==> src/rtl/bcd_serial_comparator_pkg.sv <==
// Shared types and constants for the digit-serial BCD magnitude comparator.
// Imported by the interface, the digit checker and the comparator top.
package bcd_pkg;

    localparam int BCD_DIGIT_W = 4;
    localparam int BCD_MAX     = 9;

    typedef enum logic [1:0] {
        CMP_EQ,
        CMP_GT,
        CMP_LT
    } cmp_result_t;

    typedef enum logic [1:0] {
        IDLE,
        SCAN,
        DONE
    } bcdcmp_state_t;

endpackage

==> src/rtl/bcd_serial_comparator_if.sv <==
// Start/Done request bus between the requester (master) and the comparator (slave).
// Carries both packed-BCD operands and the held Gt/Eq/Lt/Invalid result.
interface bcd_serial_comparator_if
    import bcd_pkg::*;
#(
    parameter int NUM_DIGITS = 4
);
    logic                              start;
    logic [BCD_DIGIT_W*NUM_DIGITS-1:0] a;
    logic [BCD_DIGIT_W*NUM_DIGITS-1:0] b;
    logic                              busy;
    logic                              done;
    logic                              gt;
    logic                              eq;
    logic                              lt;
    logic                              invalid;

    modport master (
        output start, a, b,
        input  busy, done, gt, eq, lt, invalid
    );

    modport slave (
        input  start, a, b,
        output busy, done, gt, eq, lt, invalid
    );

endinterface

==> src/rtl/bcd_serial_comparator_digit_valid.sv <==
// Combinational range check of one BCD digit against a programmable upper limit.
// Used on the top nibble of each operand shift register.
module bcd_digit_valid
    import bcd_pkg::*;
(
    input  logic [BCD_DIGIT_W-1:0] digit,
    input  logic [BCD_DIGIT_W-1:0] limit,
    output logic                   ok
);

    assign ok = (digit <= limit);

endmodule

==> src/rtl/bcd_serial_comparator.sv <==
// Digit-serial MSD-first magnitude comparator for packed BCD operands.
// Optional saturating invalid-result counter on err_count when BCDCMP_ERRCNT_EN is defined.
//
// state | meaning
// IDLE  | waiting for start; result outputs hold the last comparison
// SCAN  | one digit of each operand checked and compared per clock
// DONE  | one-cycle result-valid pulse on done
module bcd_serial_comparator
    import bcd_pkg::*;
#(
    parameter int NUM_DIGITS  = 4,
    parameter int DIGIT_LIMIT = BCD_MAX,
    parameter int ERRCNT_W    = 8
) (
    input  logic                       clk,
    input  logic                       rst,
    bcd_serial_comparator_if.slave     bus
`ifdef BCDCMP_ERRCNT_EN
    ,
    output logic [ERRCNT_W-1:0]        err_count
`endif
);

    localparam int OP_W  = BCD_DIGIT_W * NUM_DIGITS;
    localparam int CNT_W = $clog2(NUM_DIGITS + 1);
    localparam logic [BCD_DIGIT_W-1:0] LIMIT = BCD_DIGIT_W'(DIGIT_LIMIT);

    if (NUM_DIGITS < 1) begin : g_bad_num_digits
        $error("NUM_DIGITS must be at least 1");
    end
    if (ERRCNT_W < 1) begin : g_bad_errcnt_w
        $error("ERRCNT_W must be at least 1");
    end

    bcdcmp_state_t           state;
    logic [OP_W-1:0]         sh_a;
    logic [OP_W-1:0]         sh_b;
    logic [CNT_W-1:0]        digit_cnt;
    logic                    decided;
    cmp_result_t             cmp;
    logic                    inv_sticky;
    logic                    busy_q;
    logic                    done_q;
    logic                    gt_q;
    logic                    eq_q;
    logic                    lt_q;
    logic                    invalid_q;

    logic [BCD_DIGIT_W-1:0]  digit_a;
    logic [BCD_DIGIT_W-1:0]  digit_b;
    logic                    ok_a;
    logic                    ok_b;
    logic                    last_digit;
    logic                    next_decided;
    cmp_result_t             next_cmp;
    logic                    next_invalid;

    assign digit_a    = sh_a[OP_W-1 -: BCD_DIGIT_W];
    assign digit_b    = sh_b[OP_W-1 -: BCD_DIGIT_W];
    assign last_digit = (digit_cnt == CNT_W'(1));

    bcd_digit_valid u_valid_a (.digit(digit_a), .limit(LIMIT), .ok(ok_a));
    bcd_digit_valid u_valid_b (.digit(digit_b), .limit(LIMIT), .ok(ok_b));

    // First differing digit wins; every digit still feeds the validity check.
    always_comb begin
        next_decided = decided;
        next_cmp     = cmp;
        next_invalid = inv_sticky | ~ok_a | ~ok_b;
        if (!decided && (digit_a != digit_b)) begin
            next_decided = 1'b1;
            next_cmp     = (digit_a > digit_b) ? CMP_GT : CMP_LT;
        end
    end

    always_ff @(posedge clk or posedge rst) begin
        if (rst) begin
            state      <= IDLE;
            sh_a       <= '0;
            sh_b       <= '0;
            digit_cnt  <= '0;
            decided    <= 1'b0;
            cmp        <= CMP_EQ;
            inv_sticky <= 1'b0;
            busy_q     <= 1'b0;
            done_q     <= 1'b0;
            gt_q       <= 1'b0;
            eq_q       <= 1'b0;
            lt_q       <= 1'b0;
            invalid_q  <= 1'b0;
        end else begin
            done_q <= 1'b0;
            case (state)
                IDLE: begin
                    if (bus.start) begin
                        sh_a       <= bus.a;
                        sh_b       <= bus.b;
                        digit_cnt  <= CNT_W'(NUM_DIGITS);
                        decided    <= 1'b0;
                        cmp        <= CMP_EQ;
                        inv_sticky <= 1'b0;
                        gt_q       <= 1'b0;
                        eq_q       <= 1'b0;
                        lt_q       <= 1'b0;
                        invalid_q  <= 1'b0;
                        busy_q     <= 1'b1;
                        state      <= SCAN;
                    end
                end
                SCAN: begin
                    sh_a       <= sh_a << BCD_DIGIT_W;
                    sh_b       <= sh_b << BCD_DIGIT_W;
                    digit_cnt  <= digit_cnt - CNT_W'(1);
                    decided    <= next_decided;
                    cmp        <= next_cmp;
                    inv_sticky <= next_invalid;
                    if (last_digit) begin
                        state     <= DONE;
                        done_q    <= 1'b1;
                        invalid_q <= next_invalid;
                        gt_q      <= !next_invalid && (next_cmp == CMP_GT);
                        eq_q      <= !next_invalid && (next_cmp == CMP_EQ);
                        lt_q      <= !next_invalid && (next_cmp == CMP_LT);
                    end
                end
                DONE: begin
                    busy_q <= 1'b0;
                    state  <= IDLE;
                end
                default: begin
                    busy_q <= 1'b0;
                    state  <= IDLE;
                end
            endcase
        end
    end

    assign bus.busy    = busy_q;
    assign bus.done    = done_q;
    assign bus.gt      = gt_q;
    assign bus.eq      = eq_q;
    assign bus.lt      = lt_q;
    assign bus.invalid = invalid_q;

`ifdef BCDCMP_ERRCNT_EN
    always_ff @(posedge clk or posedge rst) begin
        if (rst) begin
            err_count <= '0;
        end else if ((state == DONE) && invalid_q && (err_count != {ERRCNT_W{1'b1}})) begin
            err_count <= err_count + ERRCNT_W'(1);
        end
    end
`endif

endmodule

==> src/flat_wrapper.sv <==
// flat-port wrapper written by rule: the top's interface ports become plain ports
module bcd_serial_comparator_flat import bcd_pkg::*;
#(
    parameter int NUM_DIGITS  = 4,
    parameter int DIGIT_LIMIT = BCD_MAX,
    parameter int ERRCNT_W    = 8
)
  (clk, rst, bus_start, bus_a, bus_b, bus_busy, bus_done, bus_gt, bus_eq, bus_lt, bus_invalid);
  bcd_serial_comparator_if #(.NUM_DIGITS(NUM_DIGITS)) bus_i ();
  input  logic clk;
  input  logic rst;
  input wire logic [$bits(bus_i.start)-1:0] bus_start;
  input wire logic [$bits(bus_i.a)-1:0] bus_a;
  input wire logic [$bits(bus_i.b)-1:0] bus_b;
  output wire logic [$bits(bus_i.busy)-1:0] bus_busy;
  output wire logic [$bits(bus_i.done)-1:0] bus_done;
  output wire logic [$bits(bus_i.gt)-1:0] bus_gt;
  output wire logic [$bits(bus_i.eq)-1:0] bus_eq;
  output wire logic [$bits(bus_i.lt)-1:0] bus_lt;
  output wire logic [$bits(bus_i.invalid)-1:0] bus_invalid;
  assign bus_i.start = bus_start;
  assign bus_i.a = bus_a;
  assign bus_i.b = bus_b;
  assign bus_busy = bus_i.busy;
  assign bus_done = bus_i.done;
  assign bus_gt = bus_i.gt;
  assign bus_eq = bus_i.eq;
  assign bus_lt = bus_i.lt;
  assign bus_invalid = bus_i.invalid;
  bcd_serial_comparator #(.NUM_DIGITS(NUM_DIGITS), .DIGIT_LIMIT(DIGIT_LIMIT), .ERRCNT_W(ERRCNT_W)) u_core (.clk(clk), .rst(rst), .bus(bus_i));
endmodule
==> config.mk <==
export PLATFORM = sky130hd
export DESIGN_NAME = bcd_serial_comparator_flat
export DESIGN_NICKNAME = d
export VERILOG_FILES = /design/src/rtl/bcd_serial_comparator_pkg.sv /design/src/rtl/bcd_serial_comparator_if.sv /design/src/rtl/bcd_serial_comparator_digit_valid.sv /design/src/rtl/bcd_serial_comparator.sv /design/src/flat_wrapper.sv
export SDC_FILE = /design/constraint.sdc
export NUM_CORES = 1
export LEC_CHECK = 0
export CAP_MARGIN = 20
export CORE_ASPECT_RATIO = 1.5
export CORE_MARGIN = 2
export CORE_UTILIZATION = 55
export DETAILED_ROUTE_END_ITERATION = 7
export PLACE_DENSITY = 0.79
export SETUP_SLACK_MARGIN = 0.4
export SLEW_MARGIN = 30
export SYNTH_ARGS = -nofsm -noshare
export SYNTH_HDL_FRONTEND = slang
export SYNTH_HIERARCHICAL = 1
export SYNTH_SLANG_ARGS = --single-unit
export TNS_END_PERCENT = 5
==> constraint.sdc <==
create_clock -name clk -period 4 [get_ports clk]
set_input_delay 0.6 -clock clk [delete_from_list [all_inputs] [get_ports clk]]
set_output_delay 0.6 -clock clk [all_outputs]
set_load 0.005 [all_outputs]
==> flow_metrics.py <==
metrics = {
    "final_layout": {
        "nFillCells": 328,
        "fin_cells": 320,
        "layout_common_cells": "dfrtp_1, clkdlybuf4s50_1, nand2_1, o21ai_0, mux2i_1",
        "antenna_cells": 0,
        "drive_gt1_frac": 0.0438,
        "synthToLayoutAreaGrowth_pct": 20.0,
        "layout_commonest_cell": "dfrtp_1",
        "regArea_um2": 1180,
        "multi_input_area_um2": 1120,
        "fin_nets": 324,
    },
    "logic_synthesis": {
        "synth_area_leaders": "dfrtp_1, mux2i_1, ha_1, o21ai_0, nand2_1",
        "seq_area_frac_synth": 0.487,
        "synth-edff-count": 0,
        "synth_seq_cells": 47,
        "synth_warnings": 6,
        "async_reset_ff_frac": 1.00,
        "ys_types": 35,
        "synth_top_cell_by_area": "dfrtp_1",
        "syn_area_um2": 2410,
        "synth_top_area_share": 0.487,
        "ys.flop_type": "dfrtp_1",
        "synthCells": 232,
        "syn_area_per_cell_um2": 10.4,
    },
    "grt": {
        "grt_pass1_vias": 1741,
        "grt_usage": 0.194,
        "antenna_found_initial": 0,
        "grt_overflow": 0,
        "grt_start_max_net_pins": 58,
        "grt_first_pass_wirelength_um": 7350,
    },
    "placed_design": {
        "placedCellCount": 314,
        "preCtsSetupSlack_ns": 1.91,
        "place_hpwl_um": 3070,
        "gp_congestion": 0.758,
        "portBuffers": 40,
    },
    "die": {
        "fp.dieH_um": 85.2,
        "die_x_um": 58.1,
        "ioPinCount": 41,
        "design.die.area_um2": 4950,
        "rows": 29,
        "core_um2": 4210,
        "start_util": 0.574,
    },
    "clock_network": {
        "cts_setup_buffers": 0,
        "cts_tree": "built",
        "path_clk_slew_ns": 0.08,
        "cts_sinks": 47,
        "cts-root-buf": "clkbuf_8",
        "cts_buffers": 5,
        "ctsHoldBuffers": 0,
        "clock_latency_ns": 0.29,
        "cts_max_level": 2,
        "postCtsResizedCells": 0,
        "ctsLongestPathBuffers": 2,
    },
    "detailed_routing": {
        "first_iter_violations": 53,
        "drtPass1Iterations": 4,
        "via_per_inst": 5.45,
        "wire_per_inst_um": 12.9,
        "drtAntennaViolNets": 0,
        "wl_um": 4130,
        "dr_total_vias": 1745,
        "drc": 0,
    },
    "worst_hold_path": {
        "hold_path.class": "reg2reg",
    },
    "timing": {
        "rsz0062_at_grt": "no",
        "final.setup.tns_ns": 0,
        "slew_violations": 0,
        "hold_slack_ns": 0.481,
        "clock.fmax_ghz": 0.545,
        "hold_violations": 0,
        "min_period_ns": 1.84,
        "setup_viol": 0,
        "skew_ns": 0.00526,
        "period_share": 0.459,
        "tightest_slew_ns": 0.942,
        "fin_ws_ns": 2.16,
        "slew_headroom": 0.372,
    },
    "worst_setup_path": {
        "worstSetupEndpointType": "register",
        "critPathLaunchType": "register",
        "crit_fanout": 16,
        "worstPathRequired_ns": 4.21,
        "crit_type": "reg2reg",
        "crit_arrival_ns": 2.04,
    },
    "power_and_ir_drop": {
        "p_per_area_nw_per_um2": 642,
        "fin_total_pwr_mw": 1.86,
        "power_leakage_nw": 1.38,
        "peakVddDrop_mv": 0.452,
    },
    "status": {
        "status": "finished clean",
    },
    "job": {
        "drv_cap": 0,
    },
}
metrics by stage:
step	util	cell area, um^2
global placement	0.671	2820
global route	0.688	2900
finish	0.688	2900
detailed placement	0.671	2820
CTS	0.688	2900
floorplan	-	2440
synthesized netlist by cell type, types with 4 or more instances:
master	number
buf_6	4
nor2_1	8
nand2b_1	4
a21oi_1	5
dfrtp_1	47
ha_1	14
o21ai_0	26
nand2_1	32
o21ai_1	5
a22o_1	10
inv_1	17
mux2i_1	24
logic make-up after synthesis:
logic type,share of synthesized area
AO/OA/AOI/OAI,0.163
AND/OR/NAND/NOR,0.116
adder cells (fa/ha/maj),0.0725
other,0.00311
buffers and inverters,0.0591
multiplexers,0.0995
flip-flops,0.487
state kept, by name (all words and copies together) (netlist names):
register,flops
u_core/sh_a,16
u_core/sh_b,16
u_core/digit_cnt,3
u_core/cmp,2
u_core/state,2
u_core/bus.busy,1
u_core/bus.done,1
u_core/bus.eq,1
u_core/bus.gt,1
u_core/bus.invalid,1
u_core/bus.lt,1
u_core/decided,1
u_core/inv_sticky,1
metal layers:
| metal | GRT usage | share of wire |
|---|---|---|
| met5 | 0 | 0 |
| met4 | 0.108 | 0.030 |
| met3 | 0.0396 | 0.029 |
| met2 | 0.320 | 0.51 |
| met1 | 0.232 | 0.43 |
final timing paths:
check,start,end,slack [ns],depth (start not counted)
max,u_core/state[1]$_DFFE_PP0P_,u_core/bus.gt$_DFFE_PP0P_,2.16,4
min,u_core/sh_b[10]$_DFFE_PP0P_,u_core/sh_b[10]$_DFFE_PP0P_,0.48,2
max reg2reg,u_core/state[1]$_DFFE_PP0P_,u_core/bus.gt$_DFFE_PP0P_,2.16,4
min reg2reg,u_core/sh_b[10]$_DFFE_PP0P_,u_core/sh_b[10]$_DFFE_PP0P_,0.48,2
max in group asynchronous,rst,u_core/sh_b[7]$_DFFE_PP0P_,2.79,2
min in group asynchronous,rst,u_core/digit_cnt[2]$_DFFE_PP0P_,0.74,2
worst max-delay path, stage by stage (launching register included):
cell,delay (ns)
dfrtp_1,0.43
nand2b_1,0.60
nor3b_4,0.37
nand2_2,0.12
o31ai_2,0.23
layout make-up:
type / instances / area share
clock buffer: 6 / 0.0250
inverter: 17 / 0.0225
multi-input combinational: 163 / 0.386
sequential: 47 / 0.406
tap: 46 / 0.0199
timing repair buffer: 41 / 0.141
power by group:
| group | total, mW | internal [mW] | switching [mW] |
|---|---|---|---|
| sequential | 0.757 | 0.646 | 0.112 |
| clock | 0.254 | 0.116 | 0.138 |
| combinational | 0.850 | 0.393 | 0.457 |
| total | 1.86 | 1.16 | 0.706 |
(Power assumes the default switching activity.)
